**config.mk**
```make
export PLATFORM = sky130hd
export DESIGN_NAME = dev_fetch
export DESIGN_NICKNAME = d
export VERILOG_FILES = /design/src/rtl/dev_fetch.sv
export SDC_FILE = /design/constraint.sdc
export NUM_CORES = 1
export LEC_CHECK = 0
export BUFFER_PORTS_ARGS = -buffer_cell sky130_fd_sc_hd__buf_4
export CORE_ASPECT_RATIO = 0.7
export CORE_MARGIN = 2
export CORE_UTILIZATION = 40
export DETAILED_ROUTE_END_ITERATION = 16
export PLACE_DENSITY_LB_ADDON = 0.25
export RECOVER_POWER = 50
export SYNTH_ARGS = -nofsm -noshare
export SYNTH_HDL_FRONTEND = slang
export SYNTH_SLANG_ARGS = --single-unit
```
**constraint.sdc**
```tcl
create_clock -name clk -period 6.56 [get_ports clk]
set_input_delay 0.328 -clock clk [delete_from_list [all_inputs] [get_ports clk]]
set_output_delay 0.328 -clock clk [all_outputs]
set_load 0.1 [all_outputs]
```
**src/rtl/dev_fetch.sv**
```systemverilog
// dev_fetch: instruction fetch unit. Reads four bytes starting at an aligned
// pc from byte-wide RAM and assembles them big-endian into ir. When ir has
// been updated, ir_valid pulses for one cycle.
// Optional single-entry word cache under `define FETCH_CACHE_EN.
`timescale 1ns/1ps

module dev_fetch #(
  parameter int unsigned ADDR_W  = 16,
  parameter int unsigned TIMEOUT = 15
) (
  input  logic              clk,
  input  logic              rst,
  input  logic              start,
  input  logic [ADDR_W-1:0] pc,
  input  logic              inval,
  output logic              ram_rd,
  output logic [ADDR_W-1:0] ram_addr,
  input  logic [7:0]        ram_rdata,
  input  logic              ram_valid,
  output logic [31:0]       ir,
  output logic              ir_valid,
  output logic              busy,
  output logic              err
);

  localparam int unsigned CNT_W = $clog2(TIMEOUT + 1);

  typedef enum logic [1:0] {S_IDLE, S_REQ, S_WAIT, S_DONE} state_t;

  state_t            state;
  logic [ADDR_W-1:0] base;
  logic [1:0]        idx;
  logic [CNT_W-1:0]  cnt;
  logic [31:0]       shadow;
  logic              tail;
  logic              hit_c;
  logic              timeout_c;

  // Last wait cycle without a response: the byte is given up on.
  assign timeout_c = (state == S_WAIT) && !ram_valid &&
                     (cnt == CNT_W'(TIMEOUT - 1));

  // Busy covers every non-idle state plus the ir_valid / timeout-err cycle.
  assign busy = (state != S_IDLE) | tail;

`ifdef FETCH_CACHE_EN
  logic [ADDR_W-1:0] tag;
  logic              tag_vld;

  assign hit_c = tag_vld && (pc == tag);

  // Cache tag: set by every completed fetch; inval, timeout and reset clear it.
  always_ff @(posedge clk) begin
    if (!rst) begin
      tag     <= '0;
      tag_vld <= 1'b0;
    end else if (state == S_DONE) begin
      tag     <= base;
      tag_vld <= !inval;
    end else if (inval || timeout_c) begin
      tag_vld <= 1'b0;
    end
  end
`else
  logic unused_inval;

  assign hit_c        = 1'b0;
  assign unused_inval = inval;
`endif

  // Fetch sequencer: one read per byte, shadow assembly, then a single ir update.
  always_ff @(posedge clk) begin
    if (!rst) begin
      state    <= S_IDLE;
      base     <= '0;
      idx      <= 2'd0;
      cnt      <= '0;
      shadow   <= 32'h0;
      tail     <= 1'b0;
      ir       <= 32'h0;
      ir_valid <= 1'b0;
      err      <= 1'b0;
      ram_rd   <= 1'b0;
      ram_addr <= '0;
    end else begin
      ir_valid <= 1'b0;
      err      <= 1'b0;
      ram_rd   <= 1'b0;
      tail     <= 1'b0;
      case (state)
        S_IDLE: begin
          if (start) begin
            if (pc[1:0] != 2'b00) begin
              err <= 1'b1;
            end else begin
              base <= pc;
              idx  <= 2'd0;
              if (hit_c) begin
                state <= S_DONE;
              end else begin
                state    <= S_REQ;
                ram_rd   <= 1'b1;
                ram_addr <= pc;
              end
            end
          end
        end
        S_REQ: begin
          cnt   <= '0;
          state <= S_WAIT;
        end
        S_WAIT: begin
          if (ram_valid) begin
            shadow[{~idx, 3'b000} +: 8] <= ram_rdata;
            if (idx == 2'd3) begin
              state <= S_DONE;
            end else begin
              idx      <= idx + 2'd1;
              state    <= S_REQ;
              ram_rd   <= 1'b1;
              ram_addr <= base + ADDR_W'(idx + 2'd1);
            end
          end else if (timeout_c) begin
            err   <= 1'b1;
            tail  <= 1'b1;
            state <= S_IDLE;
          end else begin
            cnt <= cnt + CNT_W'(1);
          end
        end
        S_DONE: begin
          ir       <= shadow;
          ir_valid <= 1'b1;
          tail     <= 1'b1;
          state    <= S_IDLE;
        end
        default: state <= S_IDLE;
      endcase
    end
  end

endmodule

```
# Word level (Yosys, flattened, before mapping)
# Index checks and enable logic that the tools add are counted.
# op_classes
addsub	5
eq_ne	12
shift	2
muxes	32
bitwise_logic	3
reduce_logical	13
# ops
operator	n
16-bit two-way mux	4
32-bit bitwise mux	1
16-bit one-hot mux with 2 select lines	1
8-bit by 7-bit variable shift with 32-bit output, first input constant	1
8-bit by 7-bit variable part select with 32-bit output	1
2-bit two-way mux	9
16-bit by 3-bit adder with 16-bit output	1
2-bit != test, second input constant	6
1-bit two-way mux	9
3-bit AND reduction	3
4-bit two-way mux	2
2-bit one-hot mux with 4 select lines	1
4-bit one-hot mux with 2 select lines	1
2-bit nonzero test	4
5-bit negation with 7-bit output	1
2-bit equality test, second input constant	3
1-bit one-hot mux with 2 select lines	3
5-bit AND reduction	1
4-bit by 1-bit adder with 4-bit output, second input constant	1
4-bit equality test, second input constant	1
2-bit one-hot mux with 2 select lines	1
2-bit by 1-bit adder with 3-bit output, second input constant	1
3-bit != test, second input constant	1
2-bit by 1-bit adder with 2-bit output, second input constant	1
other kinds (8)	9
# totals
reg_bits	108
inputBits	29
wordCells	78

# Depth between registers and ports, before layout
# Gate-level depths: netlist (run 1).
# logic_depth
ltp_word	6
ltp_mapped	8
ltp_nobuf	8

# Worst setup path before layout (run 1)
# OpenSTA, ideal clock, no wires.
# synth_path
kind	register to register
startpoint	reg idx[0]
endpoint	reg ram_addr[10]
setup_ps	125
arrival_ps	2025
required_time_ps	6435
path_slack_ps	4411
stages_incl_launch_ff	8
period_less_slack_ps	2149
path_cell_list	dfxtp_1 inv_1 ha_1 fa_1 or4_1 xnor2_1 mux2i_1 o21ai_0
# synth_via
elab_chain_cells	5
elab_cells_between_ends	8
cone_classes	add/sub: 2; eq/ne: 2; mux: 3; reduce/logical: 1
# synth_rtl
element	line	text
start: declaration	32	logic [1:0] idx;
start signal: assignment	118	idx <= idx + 2'd1;
2-bit by 1-bit adder with 3-bit output	121	ram_addr <= base + ADDR_W'(idx + 2'd1);
16-bit by 3-bit adder with 16-bit output	121	
16-bit two-way mux	115	if (idx == 2'd3) begin
16-bit two-way mux	113	if (ram_valid) begin
16-bit one-hot mux with 2 select lines	90	case (state)
end signal: assignment	103	ram_addr <= pc;
end signal: assignment	121	
end: declaration	17	output logic [ADDR_W-1:0] ram_addr,
# Parallel ways exist; a longest one is shown, timed or not. The select of a mux whose other input is x is not followed.
# A chain may end at the register's enable or synchronous reset.

==> results of run 1 <==
==> worst paths after layout <==
check	startpoint	end	depth (start not counted)
setup reg to reg	idx[0]$_SDFFE_PN0P_	ram_addr[12]$_SDFFE_PN0P_	7
setup / recovery	rst	ram_addr[11]$_SDFFE_PN0P_	4
hold reg to reg	shadow[13]$_SDFFE_PN0P_	shadow[13]$_SDFFE_PN0P_	2
hold / removal	pc[11]	base[11]$_SDFFE_PN0P_	3
==> sequential cells by signal, indices dropped and copies added, names as in the netlist <==
register and flops:
tail 1, ram_rd 1, idx 2, ram_addr 16
base 16, ir_valid 1, shadow 32, state 2
err 1, ir 32, cnt 4
==> critical path, stage by stage <==
cell	delay, ns
clkbuf_1	2.66
nand3_1	0.67
a311oi_1	0.48
a31o_2	0.15
==> final cells by class <==
type / instances / area share
Clock buffer: 9 / 0.04159
Inverter: 10 / 0.006932
Sequential cell: 108 / 0.3993
Clock inverter: 7 / 0.01363
Multi-Input combinational cell: 404 / 0.4291
Tap cell: 153 / 0.03535
Timing Repair Buffer: 80 / 0.07417
==> power groups by stage <==
stage,sequential (W),clock (W),combinational [W]
floorplan,0.000720,0,0.0000442
global placement,0.000687,0,0.000112
detailed placement,0.000687,0,0.000113
CTS,0.000672,0.000557,0.000113
global route,0.000673,0.000579,0.000118
finish,0.000672,0.000545,0.000111
==> stage by stage <==
step | hold WS (ns) | setup WS (ns)
3_5_place_dp | 0.4581 | 4.124
5_1_grt | 0.2559 | 1.976
4_1_cts | 0.2386 | 4.122
2_1_floorplan | 0.4412 | 4.411
6_report | 0.2497 | 2.526
3_3_place_gp | 0.4543 | 4.133
==> kinds of logic after synthesis <==
kind of cell,share of synthesized area
flip-flops,0.4626
multiplexers,0.002142
XOR/XNOR,0.02624
AND/OR/NAND/NOR,0.2434
buffers and inverters,0.04070
AO/OA/AOI/OAI,0.1965
adder cells (fa/ha/maj),0.02838
==> per-layer routing <==
metal / share of wire / wire length [microns]
met1: 0.52 / 5826
met2: 0.42 / 4663
met3: 0.052 / 584
met4: 0.010 / 112
met5: 0 / 0
==> placed cells by master (no fill, tap or decap), drive strengths merged, types with 2 or more instances in the layout <==
master   Yosys  layout
nor2b        3       3
a31o         2       2
or3          4       4
clkbuf      22      62
a21boi      82      82
o211ai       7       7
and2         7       7
a22oi        2       2
nand3       45      45
ha           9       9
and3         6       6
a22o         4       4
nor2        17      17
nor3b        2       2
a21oi        6       6
xnor2        9       9
dfxtp      108     108
inv         10      12
nor3         4       4
nand2b       4       4
o2111ai      2       2
nand2      152     152
nand3b       2       2
xor2         5       5
o21ai       16      16
clkinv       0       3
buf         10      27
==> reports/metrics.csv, run 1 <==
stage,metric,value,unit
yosys,synth_top_area_cell,dfxtp_1,
yosys,synth.distinct_cells,46,
global_route,antenna_found_initial,0,
placement,gp_congestion,0.8319,
clock_network,cts_tree,yes,
setup_path,worst_ep_required_time,6.84,ns
placement,post-dp-hpwl,7.825,mm
flow_run,maxCapViolCount,1,
power,p_leak,1.820,nW
power,power_switching_share,0.2496,
placement,portBuffers,79,
power,worst_ir_drop_vdd,0.1744,mV
global_route,grt_pass1_vias,3649,
global_route,use_met2,0.2686,
finish,drive_gt1_frac,0.08252,
yosys,async_flop_share,0,
global_route,grt_pass1_wl,18.54,mm
power,p_switching,0.0003314,W
timing,slew_violations,112,
setup_path,startpoint_type,primary input,
clock_network,cts-resized-gates,0,
finish,fin_area,5415,sq um
global_route,track_usage,0.1861,
yosys,synth_edf_count,0,
clock_network,clock_latency,0.34,ns
clock_network,cts_max_level,3,
global_route,busiest_layer,met1,
yosys,synth_flop_cell,dfxtp_1,
floorplanning,rows,32,
drt,wire_per_inst,14.51,microns
clock_network,post_cts_buffers,0,
yosys,synth_top_area_share,0.4627,
drt,drtAntennaViolNets,0,
yosys,syn-num-nets,593,
drt,vias,3921,
timing,max_freq,0.2479,GHz
finish,diodes,0,
timing,rsz0062_at_grt,no,
setup_path,path_max_fanout,111,
clock_network,cts_root_buf,clkbuf_16,
global_route,globalRouteMet3Util,0.03811,
yosys,netlist_area,4673,sq um
status,outcome,finished with violations,
drt,dr.pass1.iters,5,
global_route,grt_max_degree,112,
yosys,synth_area_per_cell,8.435,sq um
global_route,grt_use_met1,0.2796,
timing,setup_violations,0,
timing,relSlewSlack,-1.562,
yosys,synth_common_cells,"nand2_1, dfxtp_1, a21boi_0",
clock_network,clk_pin_slew,0.07,ns
power,p_comb_frac,0.083,
power,internal-power,0.0009961,W
finish,multi_input_area,2323,sq um
finish,regArea,2162,sq um
setup_path,rrSetupSlack,4.10,ns
yosys,synthMostInstantiatedCell,nand2_1,
floorplanning,die_h,94.44,microns
floorplanning,start_util,0.4169,
drt,via_per_inst,5.086,
setup_path,endpoint_kind,register,
clock_network,ctsHoldBuffers,0,
yosys,yosys-top-cells-area,"dfxtp_1, a21boi_0, nand2_1",
power,power_density,245.1,nW/um^2
timing,skew,0.005792,ns
timing,worst_pin_slew,3.844,ns
clock_network,cts_buffer_depth,2,
min_path,hp-class,primary input to register,
timing,hold_violations,0,
floorplanning,fp.dieW,133.2,microns
power,power.total,0.001327,W
floorplanning,core,11210,sq um
clock_network,clock-sinks,108,
finish,syn_to_final_growth,15.88,%
power,p_seq_frac,0.506,
finish,final_nets,652,
yosys,ys_seq_area_frac,0.4627,
finish,fillers,1147,
yosys,synth-seq-cells,108,
finish,final_core_util,0.4830,
timing,final.period_utilization,0.6149,
drt,drc,0,
finish,stdcell_count,771,
floorplanning,pin_count,81,
setup_path,setup.worst_path.class,primary input to register,
drt,first_iter_violations,273,
placement,dpl-instance-area,5315,sq um
setup_path,arrival,4.32,ns
power,clkPwrFrac,0.411,
yosys,yosys_warnings,0,
timing,fin_crit,4.034,ns
floorplanning,die_area,12580,sq um
placement,placed_cells,755,
drt,finalWirelength,11.19,mm
timing,setup_tns,0,ns
global_route,gr-total-overflow,0,
yosys,syn_inst,554,
clock_network,cts_made_buffers,9,
status,violations,"max-capacitance violations, max-slew violations",
(Power assumes the default switching activity.)
==> run 2: changes to the inputs <==
--- a/config.mk
+++ b/config.mk
@@ -5,6 +5,7 @@
 export SDC_FILE = /design/constraint.sdc
 export NUM_CORES = 1
 export LEC_CHECK = 0
+export ABC_AREA = 1
 export BUFFER_PORTS_ARGS = -buffer_cell sky130_fd_sc_hd__buf_4
 export CORE_ASPECT_RATIO = 0.7
 export CORE_MARGIN = 2
==> constraint.sdc (replaced) <==
create_clock -name clk -period 3.5 [get_ports clk]
set_input_delay 0.175 -clock clk [delete_from_list [all_inputs] [get_ports clk]]
set_output_delay 0.175 -clock clk [all_outputs]
set_load 0.1 [all_outputs]
==> reports/metrics.csv, run 2 <==
stage,metric,value,unit,change
status,outcome,"complete, no violations",,was finished with violations
setup_path,rr_worst_depth,12,,was 7
power,p_switching,0.0008138,W,was 0.0003314 W
placement,post-dp-hpwl,7.894,mm,was 7.825 mm
floorplanning,die_area,12260,sq um,was 12580 sq um
clock_network,cts_buffer_depth,2,,unchanged
yosys,synth_common_cells,"dfxtp_1, a21oi_1, nand2_1",,"was nand2_1, dfxtp_1, a21boi_0"
yosys,syn-num-nets,634,,was 593
setup_path,setup.worst_path.class,register to register,,was primary input to register
finish,largest_registers,"ir: 32 flops, shadow: 32 flops",,unchanged
placement,gp_congestion,0.8489,,was 0.8319
setup_path,worst_ep_required_time,3.69,ns,was 6.84 ns
timing,skew,0.009665,ns,was 0.005792 ns
setup_path,path_max_fanout,22,,was 111
power,worst_ir_drop_vdd,0.2761,mV,was 0.1744 mV
finish,diodes,0,,unchanged
yosys,synthMostInstantiatedCell,dfxtp_1,,was nand2_1
clock_network,cts_tree,yes,,unchanged
power,power_switching_share,0.2968,,was 0.2496
yosys,yosys-top-cells-area,"dfxtp_1, a21oi_1, o21ai_0",,"was dfxtp_1, a21boi_0, nand2_1"
setup_path,arrival,2.88,ns,was 4.32 ns
yosys,yosys_warnings,0,,unchanged
power,power_density,513.6,nW/um^2,was 245.1 nW/um^2
global_route,grt_pass1_wl,19.06,mm,was 18.54 mm
global_route,grt_pass1_vias,3858,,was 3649
timing,worst_pin_slew,1.268,ns,was 3.844 ns
min_path,hp-start,pc[6],,was pc[11]
timing,setup_ws,0.8038,ns,was 2.526 ns
setup_path,r2r_end,ram_addr[14]$_SDFFE_PN0P_,,was ram_addr[12]$_SDFFE_PN0P_
floorplanning,die_h,93.23,microns,was 94.44 microns
drt,first_iter_violations,303,,was 273
clock_network,clk_pin_slew,0.07,ns,about the same
drt,vias,4090,,was 3921
floorplanning,rows,32,,unchanged
setup_path,cpPeakStageDelay,0.42,ns,was 2.66 ns
floorplanning,fp.dieW,131.5,microns,was 133.2 microns
clock_network,post_cts_buffers,0,,unchanged
setup_path,critPathSlowestCell,nor3_1,,was clkbuf_1
finish,syn_to_final_growth,17.35,%,was 15.88%
global_route,grt_max_degree,65,,was 112
floorplanning,core,11050,sq um,was 11210 sq um
setup_path,startpoint_type,register,,was primary input
yosys,netlist_area,4549,sq um,was 4673 sq um
setup_path,rrSetupSlack,0.80,ns,was 4.10 ns
drt,via_per_inst,5.000,,was 5.086
power,p_leak,2.005,nW,was 1.820 nW
finish,final_nets,699,,was 652
flow_run,maxCapViolCount,0,,was 1
power,internal-power,0.001928,W,was 0.0009961 W
yosys,synth-seq-cells,108,,unchanged
min_path,hold_depth,3,,unchanged
timing,max_freq,0.3709,GHz,
clock_network,cts_max_level,3,,unchanged
yosys,syn_inst,595,,was 554
global_route,antenna_found_initial,0,,unchanged
timing,hold_violations,0,,unchanged
timing,relSlewSlack,0.1549,,was -1.562
yosys,synth.distinct_cells,28,,was 46
clock_network,cts_root_buf,clkbuf_16,,unchanged
global_route,gr-total-overflow,0,,unchanged
yosys,async_flop_share,0,,unchanged
floorplanning,start_util,0.4117,,was 0.4169
min_path,hp-class,primary input to register,,unchanged
yosys,ys_seq_area_frac,0.4752,,was 0.4627
setup_path,crit_top_cell,nand2_1,,
yosys,synth_top_area_share,0.4752,,was 0.4627
setup_path,endpoint_kind,register,,unchanged
timing,setup_tns,0,ns,unchanged
timing,setup_violations,0,,unchanged
timing,slew_violations,0,,was 112
timing,fin_crit,2.696,ns,
placement,pre_cts_slack,0.8717,ns,was 4.124 ns
clock_network,cts_made_buffers,9,,unchanged
setup_path,path_cells,buf_4 -> clkinv_1 -> ha_1 -> fa_1 -> inv_1 -> nand2_1 -> nor3_1 -> nand3_1 -> nand2_1 -> nand3_1 -> nand2_1 -> a21oi_1,,was clkbuf_1 -> nand3_1 -> a311oi_1 -> a31o_2
finish,fillers,1171,,was 1147
clock_network,clock-sinks,108,,unchanged
timing,rsz0062_at_grt,no,,unchanged
finish,drive_gt1_frac,0.08571,,was 0.08252
drt,finalWirelength,11.43,mm,was 11.19 mm
setup_path,r2r-start,idx[0]$_SDFFE_PN0P_,,unchanged
timing,final.period_utilization,0.7703,,
clock_network,ctsHoldBuffers,0,,unchanged
floorplanning,pin_count,81,,unchanged
yosys,synth_edf_count,0,,unchanged
drt,wire_per_inst,13.97,microns,was 14.51 microns
finish,layout_commonest_cell,dfxtp_1,,was nand2_1
drt,dr.pass1.iters,6,,was 5
power,p_seq_frac,0.472,,was 0.506
drt,drc,0,,unchanged
min_path,hold_path_end,ram_addr[6]$_SDFFE_PN0P_,,was base[11]$_SDFFE_PN0P_
yosys,synth_flop_cell,dfxtp_1,,unchanged
global_route,track_usage,0.1953,,was 0.1861
power,clkPwrFrac,0.382,,was 0.411
drt,drtAntennaViolNets,0,,unchanged
power,p_comb_frac,0.146,,was 0.083
finish,final_cell_mix,"dfxtp_1, a21oi_1, nand2_1",,"was nand2_1, dfxtp_1, a21boi_0"
clock_network,clock_latency,0.35,ns,was 0.34 ns
placement,portBuffers,79,,unchanged
yosys,synth_top_area_cell,dfxtp_1,,unchanged
yosys,synth_area_per_cell,7.646,sq um,was 8.435 sq um
clock_network,cts-resized-gates,0,,unchanged
==> run 2: cell count changes after synthesis, sizes merged, moves of 6 or more <==
cell / before / now
a21boi: 82 / 0
inv: 10 / 60
a21oi: 6 / 85
nand2: 152 / 78
nand3: 45 / 20
a31oi: 0 / 17
nor2: 17 / 70
a211oi: 1 / 20
and3: 6 / 0
o211ai: 7 / 0
and2: 7 / 0
xnor2: 9 / 0
o21ai: 16 / 69
==> run 2: area by class of cell <==
type,instances,area (sq um),share of cell area
inverters,63,239.0,0.04476
repair buffers,85,431.7,0.08085
well taps,153,191.4,0.03586
clock inverters,6,71.32,0.01336
multi-input cells,393,2004,0.3754
clock buffers,10,239.0,0.04476
flip-flops and latches,108,2162,0.4050
==> run 2: worst max-delay path by stage <==
stage	from	end	slack [ns]	cells past startpoint
detailed placement	idx[0]$_SDFFE_PN0P_	ram_addr[10]$_SDFFE_PN0P_	0.87	11
CTS	idx[0]$_SDFFE_PN0P_	ram_addr[10]$_SDFFE_PN0P_	0.84	11
floorplan	idx[0]$_SDFFE_PN0P_	ram_addr[10]$_SDFFE_PN0P_	1.06	11
finish	idx[0]$_SDFFE_PN0P_	ram_addr[14]$_SDFFE_PN0P_	0.80	12
global route	idx[0]$_SDFFE_PN0P_	ram_addr[14]$_SDFFE_PN0P_	0.49	12
global placement	idx[0]$_SDFFE_PN0P_	ram_addr[10]$_SDFFE_PN0P_	0.92	11
==> run 2: logic make-up after synthesis <==
logic type,count (synthesis),synth area share
xor+xnor,3,0.005777
fa+ha+maj,10,0.02915
compound gates,191,0.2266
simple gates,189,0.1804
buf+inv,94,0.08279
flops,108,0.4752
==> run 2: stage by stage <==
step	cell area [sq um]	hold WS (ns)	util	std cells	total power, W
after detailed placement	5241	0.4478	0.4743	802	0.001743
after floorplan	4549	0.3173	-	595	0.001633
after global placement	5241	0.4453	0.4743	802	0.001740
after global routing	5339	0.1072	0.4831	818	0.002852
after CTS	5552	0.09344	0.5024	818	0.002793
final	5339	0.1081	0.4831	818	0.002742
==> run 2: metal layers <==
layer	GRT usage	vias up	wire length, microns
met4	0.06703	0	133
met2	0.2901	106	4669
met3	0.04770	9	629
li1	-	2122	-
met5	0	-	0
met1	0.2772	1853	5993
==> run 2: power groups by stage <==
stage / sequential, W / combinational, W / clock (W)
after floorplan: 0.00148 / 0.000154 / 0
after global placement: 0.00132 / 0.000418 / 0
after detailed placement: 0.00132 / 0.000421 / 0
after CTS: 0.00129 / 0.000423 / 0.00108
after global routing: 0.00130 / 0.000430 / 0.00112
final: 0.00129 / 0.000401 / 0.00105
==> run 2: worst max-delay path, delay by kind of cell, from the launching register on <==
kind | cells | cell delay [ns]
simple gates | 6 | 0.86
flops | 1 | 0.31
buf+inv | 3 | 0.60
compound gates | 1 | 0.05
fa+ha+maj | 2 | 0.71
